==> config.mk <==
export PLATFORM = sky130hd
export DESIGN_NAME = serial_parallel_rx_flat
export DESIGN_NICKNAME = d
export VERILOG_FILES = /design/src/rtl/serial_parallel_rx_if.sv /design/src/rtl/serial_parallel_rx.sv /design/src/flat_wrapper.sv
export SDC_FILE = /design/constraint.sdc
export NUM_CORES = 1
export LEC_CHECK = 0
export BUFFER_PORTS_ARGS = -buffer_cell sky130_fd_sc_hd__buf_2
export CAP_MARGIN = 40
export CORE_ASPECT_RATIO = 0.8
export CORE_MARGIN = 1.5
export CORE_UTILIZATION = 35
export CTS_CLUSTER_DIAMETER = 100
export DETAILED_ROUTE_END_ITERATION = 12
export GPL_TIMING_DRIVEN = 0
export SLEW_MARGIN = 10
export SYNTH_ARGS = -nofsm -noshare
export SYNTH_HDL_FRONTEND = slang
export SYNTH_SLANG_ARGS = --single-unit
==> constraint.sdc <==
create_clock -name clk_32f -period 2.15 [get_ports clk_32f]
set_input_delay 0.3225 -clock clk_32f [delete_from_list [all_inputs] [get_ports clk_32f]]
set_output_delay 0.3225 -clock clk_32f [all_outputs]
set_load 0.03 [all_outputs]
==> src/rtl/serial_parallel_rx_if.sv <==
// Serial receiver bundle: one-bit stream in, decoded byte and status out.
// The receiver takes the slave side; the stream source takes the master side.
interface serial_parallel_rx_if;
    logic       data_in;
    logic [7:0] data_out;
    logic       valid_out;
    logic       byte_strobe;
    logic       active;

    modport master (
        output data_in,
        input  data_out,
        input  valid_out,
        input  byte_strobe,
        input  active
    );

    modport slave (
        input  data_in,
        output data_out,
        output valid_out,
        output byte_strobe,
        output active
    );
endinterface

==> src/rtl/serial_parallel_rx.sv <==
// Serial-to-parallel receiver with COM-based byte alignment (SEARCH/ALIGN/ACTIVE).
// Define SP_RX_RESYNC_EN to allow realignment on an off-boundary COM while ACTIVE.
module serial_parallel_rx (
    input  logic                 clk_32f,
    input  logic                 reset_L,
    serial_parallel_rx_if.slave  bus
);
    localparam logic [7:0] COM = 8'hBC;
    localparam logic [7:0] IDL = 8'h7C;

    typedef enum logic [1:0] {
        SEARCH = 2'd0,
        ALIGN  = 2'd1,
        ACTIVE = 2'd2
    } state_t;

    state_t     state;
    state_t     state_nx;
    logic [7:0] sr;
    logic [7:0] nxt;
    logic [2:0] bit_cnt;
    logic [2:0] bit_nx;
    logic [1:0] com_cnt;
    logic [1:0] com_nx;
    logic [7:0] dout;
    logic [7:0] dout_nx;
    logic       valid;
    logic       valid_nx;
    logic       strobe;
    logic       strobe_nx;
    logic       is_com;
    logic       is_idl;
    logic       boundary;
    logic       resync;

    assign nxt      = {sr[6:0], bus.data_in};
    assign is_com   = (nxt == COM);
    assign is_idl   = (nxt == IDL);
    assign boundary = (bit_cnt == 3'd7);

`ifdef SP_RX_RESYNC_EN
    assign resync = is_com && !boundary;
`else
    assign resync = 1'b0;
`endif

    always_ff @(posedge clk_32f or negedge reset_L) begin
        if (!reset_L) begin
            state <= SEARCH;
        end else begin
            state <= state_nx;
        end
    end

    always_comb begin
        state_nx = state;
        bit_nx   = bit_cnt + 3'd1;
        com_nx   = com_cnt;
        unique case (state)
            SEARCH: begin
                bit_nx = 3'd0;
                if (is_com) begin
                    state_nx = ALIGN;
                    com_nx   = 2'd1;
                end
            end
            ALIGN: begin
                if (boundary) begin
                    if (is_com) begin
                        com_nx = com_cnt + 2'd1;
                        // com_cnt already holds three, so this is the fourth
                        if (com_cnt == 2'd3) begin
                            state_nx = ACTIVE;
                        end
                    end else begin
                        state_nx = SEARCH;
                        com_nx   = 2'd0;
                    end
                end
            end
            ACTIVE: begin
                if (resync) begin
                    state_nx = ALIGN;
                    bit_nx   = 3'd0;
                    com_nx   = 2'd1;
                end
            end
            default: begin
                state_nx = SEARCH;
                bit_nx   = 3'd0;
                com_nx   = 2'd0;
            end
        endcase
    end

    // Byte capture only happens on a boundary already inside ACTIVE;
    // the entry edge from ALIGN keeps the cleared outputs.
    always_comb begin
        dout_nx   = dout;
        valid_nx  = valid;
        strobe_nx = 1'b0;
        if (state_nx != ACTIVE) begin
            dout_nx  = 8'h00;
            valid_nx = 1'b0;
        end else if (state == ACTIVE && boundary) begin
            dout_nx   = nxt;
            valid_nx  = !(is_com || is_idl);
            strobe_nx = 1'b1;
        end
    end

    always_ff @(posedge clk_32f or negedge reset_L) begin
        if (!reset_L) begin
            sr      <= 8'h00;
            bit_cnt <= 3'd0;
            com_cnt <= 2'd0;
            dout    <= 8'h00;
            valid   <= 1'b0;
            strobe  <= 1'b0;
        end else begin
            sr      <= nxt;
            bit_cnt <= bit_nx;
            com_cnt <= com_nx;
            dout    <= dout_nx;
            valid   <= valid_nx;
            strobe  <= strobe_nx;
        end
    end

    always_comb begin
        bus.active      = (state == ACTIVE);
        bus.data_out    = dout;
        bus.valid_out   = valid;
        bus.byte_strobe = strobe;
    end
endmodule

==> src/flat_wrapper.sv <==
// flat-port wrapper written by rule: the top's interface ports become plain ports
module serial_parallel_rx_flat 
  (clk_32f, reset_L, bus_data_in, bus_data_out, bus_valid_out, bus_byte_strobe, bus_active);
  serial_parallel_rx_if bus_i ();
  input  logic clk_32f;
  input  logic reset_L;
  input wire logic [$bits(bus_i.data_in)-1:0] bus_data_in;
  output wire logic [$bits(bus_i.data_out)-1:0] bus_data_out;
  output wire logic [$bits(bus_i.valid_out)-1:0] bus_valid_out;
  output wire logic [$bits(bus_i.byte_strobe)-1:0] bus_byte_strobe;
  output wire logic [$bits(bus_i.active)-1:0] bus_active;
  assign bus_i.data_in = bus_data_in;
  assign bus_data_out = bus_i.data_out;
  assign bus_valid_out = bus_i.valid_out;
  assign bus_byte_strobe = bus_i.byte_strobe;
  assign bus_active = bus_i.active;
  serial_parallel_rx u_core (.clk_32f(clk_32f), .reset_L(reset_L), .bus(bus_i));
endmodule
# [Word level (Yosys, flattened, before mapping)]
# Cells that the tools add are included.
# Widths: inputs -> output; s select.
[totals] in_bits=3 regBits=24 out_inout_bits=11 wordCells=42
[classes] n_mux=16 n_reduce_logical=7 bitwise=1 n_eq_ne=9 add_sub_neg=2
[op_table] op="$mux 8" n=2
[op_table] op="$mux 2" n=7
[op_table] op="$pmux 2 s3" n=2
[op_table] op="$eq 8x7->1 const B" n=1
[op_table] op="$eq 8x8->1 const B" n=1
[op_table] op="$eq 2x2->1 const B" n=2
[op_table] op="$mux 1" n=4
[op_table] op="$ne 2x1->1 const B" n=2
[op_table] op="$add 3x1->3 const B" n=1
[op_table] op="$eq 3x3->1 const B" n=1
[op_table] op="$mux 3" n=1
[op_table] op="$reduce_and 3->1" n=1
[op_table] op="$add 2x1->2 const B" n=1
[op_table] op="$eq 2x1->1 const B" n=1
[op_table] op="$logic_not 2->1" n=1
[op_table] op="$ne 2x2->1 const B" n=1
[op_table] op="$reduce_bool 2->1" n=1
[op_table] op="$reduce_or 2->1" n=1
[op_table] op="$logic_and 1x1->1" n=1
[op_table] op="$logic_not 1->1" n=1
[op_table] op="$logic_or 1x1->1" n=1
[op_table] op="$not 1->1" n=1

# [Depth between registers and ports, before layout]
[logic_depth] word_depth=7 depth_mapped=7 depth_no_buf=6

# [Least setup slack after synthesis]
# Ideal clock, no wire load.
[synth_path] path_kind="register to register" startpoint="register u_core.state[0]" endpoint="register u_core.dout[0], in the netlist u_core.bus.data_out[0]" n_path_buf=1 synth_period_minus_slack_ps=1749 slack_ps=401 t_required_ps=2024 setup_ps=126 stages_incl_launch_ff=7 arrival_time_ps=1623 path_cell_list="dfrtp_1 -> inv_1 -> ha_1 -> nand2_1 -> clkbuf_1 -> mux2i_1 -> nor3_2"
[synth_between] elab_cells_between_ends=12 cone_classes="eq/ne: 3; mux: 6; reduce/logical: 3"
[synth_rtl] item="start: declaration" line="serial_parallel_rx.sv:17" text="state_t state;"
[synth_rtl] item="start signal: assignment" line="serial_parallel_rx.sv:51" text="state <= state_nx;"
[synth_rtl] item="$eq 2x2->1 *"
[synth_rtl] item="named net bus_active" line="flat_wrapper.sv:11" text="output wire logic [$bits(bus_i.active)-1:0] bus_active;"
[synth_rtl] item="$pmux 2 s3" line="serial_parallel_rx.sv:59" text="unique case (state)"
[synth_rtl] item="$ne 2x2->1" line="serial_parallel_rx.sv:102" text="if (state_nx != ACTIVE) begin"
[synth_rtl] item="$mux 8 or $reduce_bool 2->1 (tied branches)"
[synth_rtl] item="end signal: assignment" line="serial_parallel_rx.sv:124" text="dout <= dout_nx;"
[synth_rtl] item="end: declaration" line="serial_parallel_rx.sv:25" text="logic [7:0] dout;"
# Mark *: on every way through the listed nets, which the timed path passes. The rest lies on a longest branch.
# A chain may end at the register's enable or synchronous reset.

# [Worst setup path in the final report]
[layout_path] startpoint="register u_core.bit_cnt[0]" endpoint="register u_core.dout[4], in the netlist u_core.bus.data_out[4]"
[layout_between] elab_chain_len=5 elab_cells_between_ends=7 cone_classes="eq/ne: 2; mux: 3; reduce/logical: 2"
[layout_rtl] item="start: declaration" line="serial_parallel_rx.sv:21" text="logic [2:0] bit_cnt;"
[layout_rtl] item="start signal: assignment" line="serial_parallel_rx.sv:122" text="bit_cnt <= bit_nx;"
[layout_rtl] item="$eq 3x3->1 *" line="serial_parallel_rx.sv:39" text="assign boundary = (bit_cnt == 3'd7);"
[layout_rtl] item="$mux 2" line="serial_parallel_rx.sv:68" text="if (boundary) begin"
[layout_rtl] item="$pmux 2 s3" line="serial_parallel_rx.sv:59"
[layout_rtl] item="$ne 2x2->1" line="serial_parallel_rx.sv:102"
[layout_rtl] item="$mux 8 or $reduce_bool 2->1 (tied branches)"
# Every way passes the cells marked *; elsewhere a longest branch is shown, timed or not.

==> results.json <==
{
  "p_sw_share_pct": 21.64,
  "critPathLaunch": "u_core.bit_cnt[0]$_DFF_PN0_",
  "clk_pin_slew_worst_paths_ps": 80,
  "ios": 14,
  "place_hpwl_mm": 1.370,
  "dr.pass1.iters": 4,
  "avgRoutedWirePerCell_um": 13.40,
  "status": "finished clean",
  "tightest_slew_ps": 721.0,
  "worstPathArrival_ps": 2080,
  "grt_max_degree": 25,
  "combPwrFrac_pct": 6.1,
  "slowest_delay_ps": 560,
  "power_frac_clock_pct": 36.1,
  "synth_seq_area_share_pct": 54.48,
  "totalNegativeSetupSlack_ps": 0,
  "hp-class": "in -> async",
  "rsz0062_at_grt": "false",
  "antenna_found_initial": 0,
  "p_switching_uw": 177.9,
  "timing.final.crit_share_pct": 90.15,
  "port_buffers": 13,
  "path_buf_inv": 1,
  "core-area_sq_mm": 0.003040,
  "layout_commonest_cell": "dfrtp_1",
  "crit_family": "buffers and inverters",
  "holdWs_ps": 26.01,
  "setup_viol": 0,
  "num-fill-cells": 288,
  "start_kind": "flip-flop",
  "drive_gt1_share_pct": 30.39,
  "netlist_area_sq_mm": 0.001102,
  "synth_ff_type": "dfrtp_1",
  "synth_edf_count": 0,
  "stdcell_area_sq_mm": 0.001272,
  "yosys_warnings": 0,
  "finalWorstSetupSlack_ps": 211.7,
  "slew_headroom_pct": 51.93,
  "num_vias": 692,
  "clock_latency_ps": 260,
  "grt_pass1_wl_mm": 3.180,
  "chipHeight_um": 53.20,
  "clockBufferDepth": 2,
  "final_cell_mix": "dfrtp_1, buf_2, nor3_2",
  "grt_pass1_vias": 641,
  "powerDensity_mw_per_mm2": 645.8,
  "gp_congestion": 0.8731,
  "synth_seq_cells": 24,
  "p_int_uw": 643.9,
  "period_needed_ps": 1938,
  "initial_utilization_pct": 36.26,
  "ant_nets": 0,
  "crit_slowest_cell": "clkbuf_1",
  "path_depth": 6,
  "drc": 0,
  "nets": 114,
  "worstPathRequired_ps": 2300,
  "ys_async_sr_fraction_pct": 100.0,
  "reg2regPathDepth": 6,
  "final.setup_skew_ps": 2.270,
  "syn2layout_area_growth_pct": 15.44,
  "crit_type": "reg -> reg",
  "power.total_uw": 821.8,
  "postCtsResizedCells": 0,
  "finalHoldViolations": 0,
  "rows": 18,
  "worst_r2r_startpoint": "u_core.bit_cnt[0]$_DFF_PN0_",
  "p_seq_share_pct": 57.9,
  "cts_hold_buf": 0,
  "placed_area_sq_mm": 0.001217,
  "cts_root_buffer": "clkbuf_8",
  "htree_levels": 1,
  "cts_tree": "built",
  "crit_chain": "ha_1 -> ha_1 -> nand2_1 -> clkbuf_1 -> mux2i_1 -> nor3_2",
  "p_leak_uw": 0.0006679,
  "die-area_sq_mm": 0.003497,
  "path_common_cell": "ha_1",
  "fmax_mhz": 515.9,
  "diodes": 0,
  "drt_iter0_markers": 29,
  "path_max_fanout": 10,
  "syn-num-nets": 96,
  "vias_per_cell": 4.873,
  "synth.avg_cell_area_sq_um": 12.97,
  "numClockSinks": 24,
  "synth.distinct_cells": 28,
  "cap_violations": 0,
  "overflow": 0,
  "dp_slack_ps": 193.6,
  "chipWidth_um": 65.75,
  "max-vdd-ir-drop_mv": 0.4868,
  "slew_viol_final": 0,
  "cts_made_buffers": 3,
  "syn_inst": 85,
  "track_usage_pct": 12.59,
  "routed_wirelength_mm": 1.903,
  "cts_setup_buffers": 0,
  "critPathCaptureType": "flip-flop"
}
-- cell families after synthesis --
group	after synthesis	share of synthesized area [%]
AOI/OAI and AO/OA	12	8.059
buffers and inverters	8	3.517
muxes	8	7.265
xor gates and xnor gates	1	0.7947
DFF	24	54.48
and+or+nand+nor	24	16.80
adders and majority gates	8	9.081
-- path summary, 6_finish.rpt --
| check | endpoint | slack (ps) |
|---|---|---|
| worst min register to register | u_core.sr[1]$_DFF_PN0_ | 410 |
| max in group asynchronous | u_core.bus.data_out[3]$_DFFE_PN0P_ | 1770 |
| worst max-delay path | u_core.bus.data_out[4]$_DFFE_PN0P_ | 210 |
| worst max register to register | u_core.bus.data_out[4]$_DFFE_PN0P_ | 210 |
| min in group clk_32f | u_core.sr[0]$_DFF_PN0_ | 200 |
| worst min-delay path | u_core.bus.data_out[1]$_DFFE_PN0P_ | 30 |
-- cell type report --
| class | count | area, sq um | area share (%) |
|---|---|---|---|
| multi-input cells | 53 | 462.9 | 36.38 |
| inverters | 5 | 18.77 | 1.475 |
| plain buffers | 3 | 20.02 | 1.573 |
| flip-flops and latches | 24 | 600.6 | 47.20 |
| well taps | 40 | 50.05 | 3.933 |
| repair buffers | 13 | 65.06 | 5.113 |
| clock buffers | 4 | 55.05 | 4.326 |
-- metrics by stage --
| step | instances | utilization, % |
|---|---|---|
| 3_3_place_gp | 138 | 40.04 |
| 6_report | 142 | 41.85 |
| 5_1_grt | 142 | 41.85 |
| 4_1_cts | 142 | 41.85 |
| 2_1_floorplan | 85 | - |
| 3_5_place_dp | 138 | 40.04 |
-- flip-flops by register name, summed over array words and instances (netlist names) --
signal / cells
u_core.sr: 7
u_core.bus.data_out: 8
u_core.bus.byte_strobe: 1
u_core.com_cnt: 2
u_core.bit_cnt: 3
u_core.state: 2
u_core.bus.valid_out: 1
-- cell usage after synthesis, types with 2 or more instances --
cell type	n	area [sq um]
a21oi_1	3	15.01
a31oi_1	2	12.51
and2_1	2	12.51
dfrtp_1	24	600.6
ha_1	8	100.1
inv_1	4	15.01
mux2i_1	8	80.08
nand2_1	3	11.26
nor2_1	3	11.26
nor2b_1	2	12.51
nor3_2	9	90.09
-- metal layers --
layer / track usage (%) / share of wire [%]
met1: 18.28 / 49
met2: 18.18 / 44
met3: 4.468 / 5.9
met4: 2.083 / 0.63
met5: 0 / 0
-- power by group through the flow --
stage	Combinational (uW)	Clock [uW]	Sequential, uW
5_1_grt	55.1	328	478
6_report	49.7	297	475
2_1_floorplan	13.8	0	499
3_5_place_dp	50.9	0	485
3_3_place_gp	50.2	0	484
4_1_cts	51.2	314	476
Power figures use the tool's default switching activity.
